$ cat config.mk
export PLATFORM = sky130hd
export DESIGN_NAME = breakout_game_ctrl_flat
export DESIGN_NICKNAME = d
export VERILOG_FILES = /design/src/rtl/breakout_game_ctrl_if.sv /design/src/rtl/breakout_game_ctrl.sv /design/src/flat_wrapper.sv
export SDC_FILE = /design/constraint.sdc
export NUM_CORES = 1
export LEC_CHECK = 0
export BUFFER_PORTS_ARGS = -buffer_cell sky130_fd_sc_hd__buf_4
export CAP_MARGIN = 5
export CORE_ASPECT_RATIO = 1.4
export CORE_MARGIN = 4
export CORE_UTILIZATION = 48
export CTS_CLUSTER_SIZE = 40
export DETAILED_ROUTE_END_ITERATION = 6
export GPL_TIMING_DRIVEN = 0
export PLACE_DENSITY_LB_ADDON = 0.08
export SYNTH_ARGS = -nofsm -noshare
export SYNTH_HDL_FRONTEND = slang
export SYNTH_SLANG_ARGS = --single-unit
$ cat constraint.sdc
create_clock -name clk -period 1.9 [get_ports clk]
set_input_delay 0.57 -clock clk [delete_from_list [all_inputs] [get_ports clk]]
set_output_delay 0.57 -clock clk [all_outputs]
set_load 0.02 [all_outputs]
$ cat src/rtl/breakout_game_ctrl_if.sv
// Signal bundle between the Breakout game controller and the graphics/VGA side.
// master: graphics/VGA/keys side; slave: the game controller.
interface breakout_game_ctrl_if #(
  parameter int unsigned LIFE_W = 2
);
  logic              frame_tick;
  logic              start_btn;
  logic              hit;
  logic              miss;
  logic [1:0]        state;
  logic              gra_still;
  logic [LIFE_W-1:0] balls_left;
  logic [3:0]        dig1;
  logic [3:0]        dig0;
  logic              timer_up;
  logic [3:0]        hi_dig1;
  logic [3:0]        hi_dig0;

  modport master (
    output frame_tick, start_btn, hit, miss,
    input  state, gra_still, balls_left, dig1, dig0, timer_up, hi_dig1, hi_dig0
  );

  modport slave (
    input  frame_tick, start_btn, hit, miss,
    output state, gra_still, balls_left, dig1, dig0, timer_up, hi_dig1, hi_dig0
  );
endinterface

$ cat src/rtl/breakout_game_ctrl.sv
// Breakout game sequencer: game FSM, ball count, frame wait timer, 2-digit BCD score.
// Optional high-score register enabled by defining BREAKOUT_HISCORE_EN.
module breakout_game_ctrl #(
  parameter int unsigned BALLS       = 3,
  parameter int unsigned LIFE_W      = 2,
  parameter int unsigned WAIT_FRAMES = 120,
  parameter int unsigned TMR_W       = 8
) (
  input  logic                  clk,
  input  logic                  rstn,
  breakout_game_ctrl_if.slave   bus
);

  typedef enum logic [1:0] {
    StNewGame = 2'b00,
    StPlay    = 2'b01,
    StNewBall = 2'b10,
    StOver    = 2'b11
  } state_e;

  state_e            state_q, state_d;
  logic [LIFE_W-1:0] balls_q, balls_d;
  logic [3:0]        dig1_q, dig1_d;
  logic [3:0]        dig0_q, dig0_d;
  logic [TMR_W-1:0]  tmr_q, tmr_d;
  logic              timer_up;
  logic              score_max;

  assign timer_up  = (tmr_q == '0);
  assign score_max = (dig1_q == 4'd9) && (dig0_q == 4'd9);

  always_comb begin
    state_d = state_q;
    balls_d = balls_q;
    dig1_d  = dig1_q;
    dig0_d  = dig0_q;
    tmr_d   = tmr_q;
    unique case (state_q)
      StNewGame: begin
        balls_d = LIFE_W'(BALLS);
        dig1_d  = 4'd0;
        dig0_d  = 4'd0;
        if (bus.start_btn) state_d = StPlay;
      end
      StPlay: begin
        if (bus.hit && !score_max) begin
          if (dig0_q == 4'd9) begin
            dig0_d = 4'd0;
            dig1_d = dig1_q + 4'd1;
          end else begin
            dig0_d = dig0_q + 4'd1;
          end
        end
        // Timer load here also overrides any coincident frame_tick.
        if (bus.miss) begin
          balls_d = balls_q - LIFE_W'(1);
          tmr_d   = TMR_W'(WAIT_FRAMES);
          state_d = (balls_q == LIFE_W'(1)) ? StOver : StNewBall;
        end
      end
      StNewBall, StOver: begin
        if (!timer_up && bus.frame_tick) tmr_d = tmr_q - TMR_W'(1);
        if (timer_up) begin
          if (state_q == StOver) begin
            state_d = StNewGame;
            dig1_d  = 4'd0;
            dig0_d  = 4'd0;
            balls_d = LIFE_W'(BALLS);
          end else if (bus.start_btn) begin
            state_d = StPlay;
          end
        end
      end
      default: state_d = StNewGame;
    endcase
  end

  always_ff @(posedge clk or negedge rstn) begin
    if (!rstn) begin
      state_q <= StNewGame;
      balls_q <= LIFE_W'(BALLS);
      dig1_q  <= 4'd0;
      dig0_q  <= 4'd0;
      tmr_q   <= '0;
    end else begin
      state_q <= state_d;
      balls_q <= balls_d;
      dig1_q  <= dig1_d;
      dig0_q  <= dig0_d;
      tmr_q   <= tmr_d;
    end
  end

  assign bus.state      = state_q;
  assign bus.gra_still  = (state_q != StPlay);
  assign bus.balls_left = balls_q;
  assign bus.dig1       = dig1_q;
  assign bus.dig0       = dig0_q;
  assign bus.timer_up   = timer_up;

`ifdef BREAKOUT_HISCORE_EN
  logic [7:0] hi_q;

  // Valid BCD compares correctly as a plain binary byte, tens in the upper nibble.
  always_ff @(posedge clk or negedge rstn) begin
    if (!rstn) begin
      hi_q <= 8'h00;
    end else if (state_q == StPlay && state_d == StOver && {dig1_d, dig0_d} > hi_q) begin
      hi_q <= {dig1_d, dig0_d};
    end
  end

  assign bus.hi_dig1 = hi_q[7:4];
  assign bus.hi_dig0 = hi_q[3:0];
`else
  assign bus.hi_dig1 = 4'd0;
  assign bus.hi_dig0 = 4'd0;
`endif

endmodule

$ cat src/flat_wrapper.sv
// flat-port wrapper written by rule: the top's interface ports become plain ports
module breakout_game_ctrl_flat 
#(
  parameter int unsigned BALLS       = 3,
  parameter int unsigned LIFE_W      = 2,
  parameter int unsigned WAIT_FRAMES = 120,
  parameter int unsigned TMR_W       = 8
)
  (clk, rstn, bus_frame_tick, bus_start_btn, bus_hit, bus_miss, bus_state, bus_gra_still, bus_balls_left, bus_dig1, bus_dig0, bus_timer_up, bus_hi_dig1, bus_hi_dig0);
  breakout_game_ctrl_if #(.LIFE_W(LIFE_W)) bus_i ();
  input  logic clk;
  input  logic rstn;
  input wire logic [$bits(bus_i.frame_tick)-1:0] bus_frame_tick;
  input wire logic [$bits(bus_i.start_btn)-1:0] bus_start_btn;
  input wire logic [$bits(bus_i.hit)-1:0] bus_hit;
  input wire logic [$bits(bus_i.miss)-1:0] bus_miss;
  output wire logic [$bits(bus_i.state)-1:0] bus_state;
  output wire logic [$bits(bus_i.gra_still)-1:0] bus_gra_still;
  output wire logic [$bits(bus_i.balls_left)-1:0] bus_balls_left;
  output wire logic [$bits(bus_i.dig1)-1:0] bus_dig1;
  output wire logic [$bits(bus_i.dig0)-1:0] bus_dig0;
  output wire logic [$bits(bus_i.timer_up)-1:0] bus_timer_up;
  output wire logic [$bits(bus_i.hi_dig1)-1:0] bus_hi_dig1;
  output wire logic [$bits(bus_i.hi_dig0)-1:0] bus_hi_dig0;
  assign bus_i.frame_tick = bus_frame_tick;
  assign bus_i.start_btn = bus_start_btn;
  assign bus_i.hit = bus_hit;
  assign bus_i.miss = bus_miss;
  assign bus_state = bus_i.state;
  assign bus_gra_still = bus_i.gra_still;
  assign bus_balls_left = bus_i.balls_left;
  assign bus_dig1 = bus_i.dig1;
  assign bus_dig0 = bus_i.dig0;
  assign bus_timer_up = bus_i.timer_up;
  assign bus_hi_dig1 = bus_i.hi_dig1;
  assign bus_hi_dig0 = bus_i.hi_dig0;
  breakout_game_ctrl #(.BALLS(BALLS), .LIFE_W(LIFE_W), .WAIT_FRAMES(WAIT_FRAMES), .TMR_W(TMR_W)) u_core (.clk(clk), .rstn(rstn), .bus(bus_i));
endmodule
Word-level counts from Yosys, hierarchy flattened
Cells that the tools add are included.
- output and inout port bits: 22
- input port bits: 6
- register bits: 20
- equal/unequal tests: 13
- reduce and logical (&&, ||, !) cells: 14
- multiplexer cells: 21
- add/subtract/negate cells: 4
- operators with widths (operator ; number):
    4-bit 2-to-1 mux ; 6
    4-bit one-hot mux with 3 select lines ; 2
    8-bit 2-to-1 mux ; 2
    8-bit one-hot mux with 2 select lines ; 1
    2-bit 2-to-1 mux ; 7
    2-bit by 1-bit inequality test with 1-bit output (second input constant) ; 6
    2-bit one-hot mux with 3 select lines ; 2
    3-bit AND reduction ; 3
    4-bit by 1-bit adder with 4-bit output (second input constant) ; 2
    4-bit equality test (second input constant) ; 2
    8-bit logical NOT ; 1
    8-bit by 1-bit subtractor with 8-bit output (second input constant) ; 1
    2-bit by 1-bit equality test with 1-bit output (second input constant) ; 2
    2-bit equality test (second input constant) ; 2
    4-bit AND reduction ; 1
    1-bit logical AND ; 3
    1-bit logical NOT ; 2
    2-bit logical NOT ; 1
    2-bit inequality test (second input constant) ; 1
    2-bit AND reduction ; 1
    2-bit nonzero test ; 1
    2-bit OR reduction ; 1
    2-bit by 1-bit subtractor with 2-bit output (second input constant) ; 1
    1-bit 2-to-1 mux ; 1

Longest topological paths before layout
Gate-level depths: netlist (run 1).
- depth in word-level cells: 6
- depth in mapped cells: 7

Least setup slack after synthesis (run 1)
OpenSTA, ideal clock, no wires.
- path kind: reg-to-reg
- start: reg u_core.state_q[0], in the netlist u_core.bus.state[0]
- end: reg u_core.dig0_q[0], in the netlist u_core.bus.dig0[0]
- data required time: 1.775 ns
- setup slack: -0.182 ns
- data arrival time: 1.957 ns
- cell stages (with the launch flop): 7
- cells stage by stage: dfrtp_1 -> nor2b_1 -> clkinv_1 -> o22ai_2 -> or2_1 -> buf_6 -> mux2_4
- word-level cells in the longest chain between the ends: 4
- elaborated cells on any way between the ends: 10
- RTL lines (item ; RTL line ; text):
    start: declaration ; breakout_game_ctrl.sv:21 ; state_e state_q, state_d;
    start signal: assignment ; breakout_game_ctrl.sv:80 ; state_q <= StNewGame;
    start signal: assignment ; breakout_game_ctrl.sv:86 ; state_q <= state_d;
    2-bit equality test, on equally long branches ; breakout_game_ctrl.sv:38, breakout_game_ctrl.sv:64 ;
    2-bit OR reduction ; breakout_game_ctrl.sv:38 ; unique case (state_q)
    2-bit by 1-bit inequality test with 1-bit output (no line) ; -- ;
    3-bit AND reduction (no line) ; -- ;
    end signal: assignment ; breakout_game_ctrl.sv:89 ; dig0_q <= dig0_d;
    end: declaration ; breakout_game_ctrl.sv:24 ; logic [3:0] dig0_q, dig0_d;
Parallel ways exist; a longest one is shown, timed or not.
A chain may end at the register's enable or synchronous reset.

Worst setup path in the final report (run 1)
- start: reg u_core.tmr_q[4]
- end: out bus_timer_up
- word-level cells in the longest chain between the ends: 1
- RTL lines (item ; RTL line ; text):
    start: declaration ; breakout_game_ctrl.sv:25 ; logic [TMR_W-1:0] tmr_q, tmr_d;
    start signal: assignment ; breakout_game_ctrl.sv:90 ; tmr_q <= tmr_d;
    8-bit logical NOT ; breakout_game_ctrl.sv:29 ; assign timer_up = (tmr_q == '0);
    end: declaration ; flat_wrapper.sv:22 ; output wire logic [$bits(bus_i.timer_up)-1:0] bus_timer_up;
No other way between the ends.

==> results of run 1 <==
-- final timing paths --
check	endpoint
setup / recovery	bus_timer_up
hold / removal	u_core.bus.dig1[3]$_DFFE_PN0P_
setup reg to reg	u_core.bus.dig0[0]$_DFFE_PN0P_
hold reg to reg	u_core.bus.balls_left[1]$_DFFE_PN1P_
max in group asynchronous	u_core.bus.balls_left[1]$_DFFE_PN1P_
min in group clk	u_core.bus.state[1]$_DFFE_PN0P_
-- placed cells by master, fill, tap and decap left out, types with 2 or more instances in the layout --
cell type,count
dfstp_2,2
or4_4,2
a31oi_1,2
inv_1,5
o21a_1,2
mux2i_1,2
nand2_1,6
a211oi_1,2
o21ai_0,11
dfrtp_2,3
ha_1,6
buf_4,45
nand4_1,3
buf_6,2
clkbuf_4,3
conb_1,8
a21oi_1,2
nor2_1,5
inv_2,2
nand3b_1,2
dfrtp_1,15
o31ai_1,2
nand3_1,5
-- per-layer routing --
layer	share of wire	global-route usage	vias up
li1	-	-	567
met1	0.37	0.2122	571
met2	0.56	0.3584	36
met3	0.039	0.02155	9
met4	0.027	0.1079	0
met5	0	0	-
-- metrics by stage --
stage | setup TNS, ns | power [mW]
2_1_floorplan | -0.04963 | 1.258
3_3_place_gp | -0.6566 | 1.480
3_5_place_dp | -1.031 | 1.513
4_1_cts | -0.9722 | 1.963
5_1_grt | -1.639 | 2.205
6_report | -1.023 | 2.066
-- synth_stat cells (2+ instances only) --
cell      count
dfstp_2       2
o21a_1        2
mux2i_1       2
dfrtp_1      18
a211oi_1      2
ha_1          7
nand3_1       5
inv_1         7
a21oi_1       2
nor3b_1       2
nand4_1       3
o21ai_0      11
buf_4         8
o31ai_1       2
or4_1         2
a31oi_1       2
nand3b_1      2
nor2_1        6
nand2_1       7
-- worst reg2reg max path, delay by kind of cell (launching register included) --
| family | cells | cell delay (ns) |
|---|---|---|
| buffers and inverters | 1 | 0.13 |
| AOI/OAI and AO/OA | 1 | 0.27 |
| DFF | 1 | 0.43 |
| and+or+nand+nor | 2 | 0.87 |
| muxes | 1 | 0.28 |
-- state kept, by name, summed over array words and instances, names as in the netlist --
name and flops:
u_core.bus.state 2, u_core.bus.dig0 4, u_core.bus.balls_left 2, u_core.bus.dig1 4
u_core.tmr_q 8
-- report_power, final --
part           switching [mW]  internal [mW]  total [mW]  leakage, nW
combinational           0.527          0.552        1.08        0.533
clock                   0.141          0.117       0.258       0.0210
sequential              0.162          0.567       0.729        0.242
-- cells by family (layout without fill, tap and decap cells) --
| logic type | after synthesis | in the layout | synth area share |
|---|---|---|---|
| simple gates | 41 | 41 | 0.1959 |
| compound gates | 37 | 37 | 0.2165 |
| flops | 20 | 20 | 0.3937 |
| buf+inv | 17 | 59 | 0.07934 |
| fa+ha+maj | 7 | 7 | 0.06856 |
| mux | 4 | 4 | 0.03624 |
| other cells | 1 | 8 | 0.002935 |
| xor+xnor | 1 | 1 | 0.006857 |
-- final cells by class --
class | count | share of cell area
Tap cell | 34 | 0.02458
Clock buffer | 4 | 0.02097
Inverter | 8 | 0.01808
Sequential cell | 20 | 0.2928
Buffer | 9 | 0.04121
Multi-Input combinational cell | 98 | 0.4353
Timing Repair Buffer | 38 | 0.1670
-- timing repair --
action                                  CTS  global route
buffers inserted                         13             6
endpoints found under the setup margin   11            11
hold endpoints to repair                  0             0
pin swaps                                 3             3
cloned                                    0             0
gates resized for setup                  13             2
==> flow_summary.toml, run 1 <==
[outcome]
status = "finished with violations"
violations = "setup timing"

[placed_design]
dp.cells = 188
routabilityCongestion = 0.7916
dp_hpwl_mm = 2.225
place_ws_ns = -0.1989
portBuffers = 19
place_area_um2 = 1499

[global_route]
grtUsageTotal = 0.1976
grt_pass1_vias = 1206
antenna_found_initial = 0
grt_max_degree = 21
grt_pass1_wl_mm = 5.444
grt_overflow = 0

[worst_setup_path]
path_delay_family = "simple AND/OR/NAND/NOR gates"
r2r_setup_slack_ns = -0.20
slowest_stage = "or4_4"
critPathBufInv = 1
cp_max_fo = 3
ff2ff_path_depth = 5
cp_cell_sequence = "or4_4, nor2_4, buf_6"
worstSetupEndpointType = "output port"
startpoint = "u_core.tmr_q[4]$_DFFE_PN0P_"
required_ns = 1.33
cp_data_arrival_time_ns = 1.60
r2r-start = "u_core.tmr_q[5]$_DFFE_PN0P_"
crit_type = "flop to output port"
critPathMaxStageDelay_ns = 0.58
start_kind = "flop"
crit_cells = 3

[final_layout]
num-fill-cells = 218
register_area_um2 = 506.7
multi_input_area_um2 = 753.2
utilization = 0.7006
drive_above_1_share = 0.4463
fin_cells = 211
final_area_um2 = 1730
area_growth_pct = 35.46
diodes = 0
nets = 191

[route]
drtIter0Drc = 19
avgRoutedWirePerCell_um = 15.33
vias = 1183
via_per_inst = 5.607
drtAntennaViolNets = 0
drt_wl_total_mm = 3.234
first_pass_iters = 4
drc = 0

[cts]
clkLatencyLatePin_ns = 0.31
root_buffer = "clkbuf_4"
hold_buffers = 0
clockBufferDepth = 2
cts_tree = "done"
clk_pin_slew_ns = 0.12
cts_sinks = 20
cts_max_level = 1
numCtsBuffers = 3

[timing]
fmax_mhz = 460.6
fin_hold_ws_ns = 0.1157
worst_slack_ns = -0.2710
setup_viol = 7
fin_crit_ns = 2.171
final_max_slew_viol_count = 0
rsz0062_at_grt = "yes"
slew_headroom = 0.6052
fin_crit_sh = 1.143
skew_ns = 0.002314
hold_violations = 0
worstMarginPinSlew_ns = 0.5873

[yosys]
yosys.area.top_type = "dfrtp_1"
yosysSeqAreaShare = 0.3937
synth-edff-count = 0
synth_top_area_share = 0.3526
syn_area_um2 = 1277
syn_area_per_cell_um2 = 9.980
synth-async-reset-ratio = 1.000
synthFlopType = "dfrtp_1"
synth.area.top_cells = "dfrtp_1, ha_1, buf_4"
syn_inst = 128
ys_ff_latch = 20
synthDistinctLibCells = 55
ys_warn_count = 0

[floorplanning]
io_pins = 28
initial_core_util = 0.5172
die-area_um2 = 3562
fp-row-count = 21
fp.dieH_um = 69.04
core_area_um2 = 2470
die_w_um = 51.60

[flow_run]
max_cap_violations = 0

[pwr]
p_per_area_nw_per_um2 = 1194
p_leak_nw = 0.7956
ir_drop_uv = 920.8

[hold_path]
hold_path.class = "primary input to async pin"
Power figures use the tool's default switching activity.
==> inputs of run 2 (changes only) <==
--- a/config.mk
+++ b/config.mk
@@ -8,11 +8,11 @@
 export BUFFER_PORTS_ARGS = -buffer_cell sky130_fd_sc_hd__buf_4
 export CAP_MARGIN = 5
 export CORE_ASPECT_RATIO = 1.4
-export CORE_MARGIN = 4
 export CORE_UTILIZATION = 48
 export CTS_CLUSTER_SIZE = 40
 export DETAILED_ROUTE_END_ITERATION = 6
 export GPL_TIMING_DRIVEN = 0
+export MAX_ROUTING_LAYER = met4
 export PLACE_DENSITY_LB_ADDON = 0.08
 export SYNTH_ARGS = -nofsm -noshare
 export SYNTH_HDL_FRONTEND = slang
==> run 2 against run 1 <==
The run still ends with setup timing left; fmax increased by 0.59%; count of clock-buffer cells in the layout decreased by 1; routed wire length decreased by 5.6%; cell area decreased by 0.14%; register-to-register slack improved by 0.08 ns; die area decreased by 19%; global-route usage increased by 4.4 points; hold slack improved by 0.0019 ns; flip-flop and latch count unchanged; setup slack improved by 0.013 ns; core utilization increased by 0.65 points; via count decreased by 0.42%; critical path type unchanged; critical endpoint unchanged.
==> flow_summary.toml, run 2 (synthesized netlist as in run 1, its figures left out) <==
[flow_run]
max_cap_violations = 0

[placed_design]
dp_hpwl_mm = 2.055
portBuffers = 19
dp.cells = 188
place_ws_ns = -0.1659
routabilityCongestion = 0.8264

[route]
drt_wl_total_mm = 3.054
via_per_inst = 5.636
first_pass_iters = 4
drtIter0Drc = 21
avgRoutedWirePerCell_um = 14.61
drtAntennaViolNets = 0
drc = 0
vias = 1178

[timing]
rsz0062_at_grt = "yes"
fmax_mhz = 463.3
fin_hold_ws_ns = 0.1176
fin_crit_ns = 2.158
slew_headroom = 0.6431
worst_slack_ns = -0.2584
hold_violations = 0
fin_crit_sh = 1.136
final_max_slew_viol_count = 0
worstMarginPinSlew_ns = 0.5310
setup_viol = 6
skew_ns = 0.007936

[global_route]
antenna_found_initial = 0
grt_pass1_vias = 1148
grt_pass1_wl_mm = 5.078
grt_overflow = 0
grtUsageTotal = 0.2418
grt_max_degree = 21

[final_layout]
layout_commonest_cell = "buf_4"
utilization = 0.7071
mostFrequentLayoutCells = "buf_4, dfrtp_1, o21ai_0, conb_1"
area_growth_pct = 35.26
fin_cells = 209
drive_above_1_share = 0.4400
nets = 189
largest_reg_flops = 8
diodes = 0
top_register = "u_core.tmr_q"

[floorplanning]
die-area_um2 = 2875
fp.dieH_um = 63.04
io_pins = 28
core_area_um2 = 2444
initial_core_util = 0.5228
die_w_um = 45.60
fp-row-count = 21

[worst_setup_path]
worstSetupEndpointType = "output port"
start_kind = "flop"
cp_max_fo = 2
required_ns = 1.33
crit_type = "flop to output port"
cp_data_arrival_time_ns = 1.59

[cts]
cts_sinks = 20
hold_buffers = 0
cts_tree = "done"
clk_pin_slew_ns = 0.12
numCtsBuffers = 3
root_buffer = "clkbuf_4"
cts_max_level = 1
clkLatencyLatePin_ns = 0.31
clockBufferDepth = 2

[pwr]
p_per_area_nw_per_um2 = 1231
ir_drop_uv = 773.6
p_leak_nw = 0.7911
total_power_mw = 2.126

[hold_path]
hold_path.class = "primary input to async pin"

[outcome]
status = "finished with violations"
violations = "setup timing"
run 2: changes by cell type in the layout (fill, tap and decap cells not counted):
cell       change
dfrtp_2        +1
dfrtp_1        -1
buf_4          -2
clkbuf_8       -1
bufinv_16      +1
nor3_2         -1
nor3_1         +1
run 2: final timing paths:
check	from	endpoint	slack, ns	cells past startpoint
max reg2reg	u_core.tmr_q[5]$_DFFE_PN0P_	u_core.bus.dig0[3]$_DFFE_PN0P_	-0.12	5
max in group asynchronous	rstn	u_core.bus.balls_left[1]$_DFFE_PN1P_	1.51	1
max	u_core.tmr_q[1]$_DFFE_PN0P_	bus_timer_up	-0.26	5
min in group clk	bus_miss	u_core.bus.state[1]$_DFFE_PN0P_	0.51	2
min reg2reg	u_core.bus.balls_left[1]$_DFFE_PN1P_	u_core.bus.balls_left[1]$_DFFE_PN1P_	0.54	1
min	rstn	u_core.bus.state[0]$_DFFE_PN0P_	0.12	1
run 2: final cells by class:
cell class,count,area [µm²]
repair buffers,36,274.0
inverters,8,31.28
fillers,196,715.7
plain buffers,9,71.32
well taps,34,42.54
multi-input cells,98,748.2
clock buffers,3,22.52
clock inverters,1,30.03
flip-flops and latches,20,508.0
run 2: worst max-delay path, stage by stage, from the launching register on:
cell and delay (ns):
dfrtp_1 0.42, inv_2 0.09, ha_4 0.13, or3b_4 0.40, nor2_4 0.11, buf_6 0.12
run 2: repair_timing:
item / CTS / global route
hold endpoints to repair: 0 / 0
setup endpoints to repair: 11 / 11
pin swaps: 4 / 3
resized for setup: 13 / 2
setup buffers: 11 / 6
run 2: power by group:
part           leakage (nW)  internal (mW)  switching (mW)
logic                 0.522          0.528           0.514
registers             0.241          0.569           0.160
clock network        0.0279          0.213           0.142
run 2: layer usage:
metal	GRT usage	up-vias	wire length [µm]
met5	-	-	0
met4	0.07955	0	34
met3	0.03179	4	100
met2	0.4214	29	1719
met1	0.2694	581	1199
li1	-	564	-
run 2: metrics by stage:
step,TNS (ns),instance area (µm²)
after floorplan,-0.04963,1314
after global placement,-0.5695,1499
after detailed placement,-0.8658,1499
after CTS,-0.7038,1679
after global routing,-1.317,1728
final,-0.6443,1728
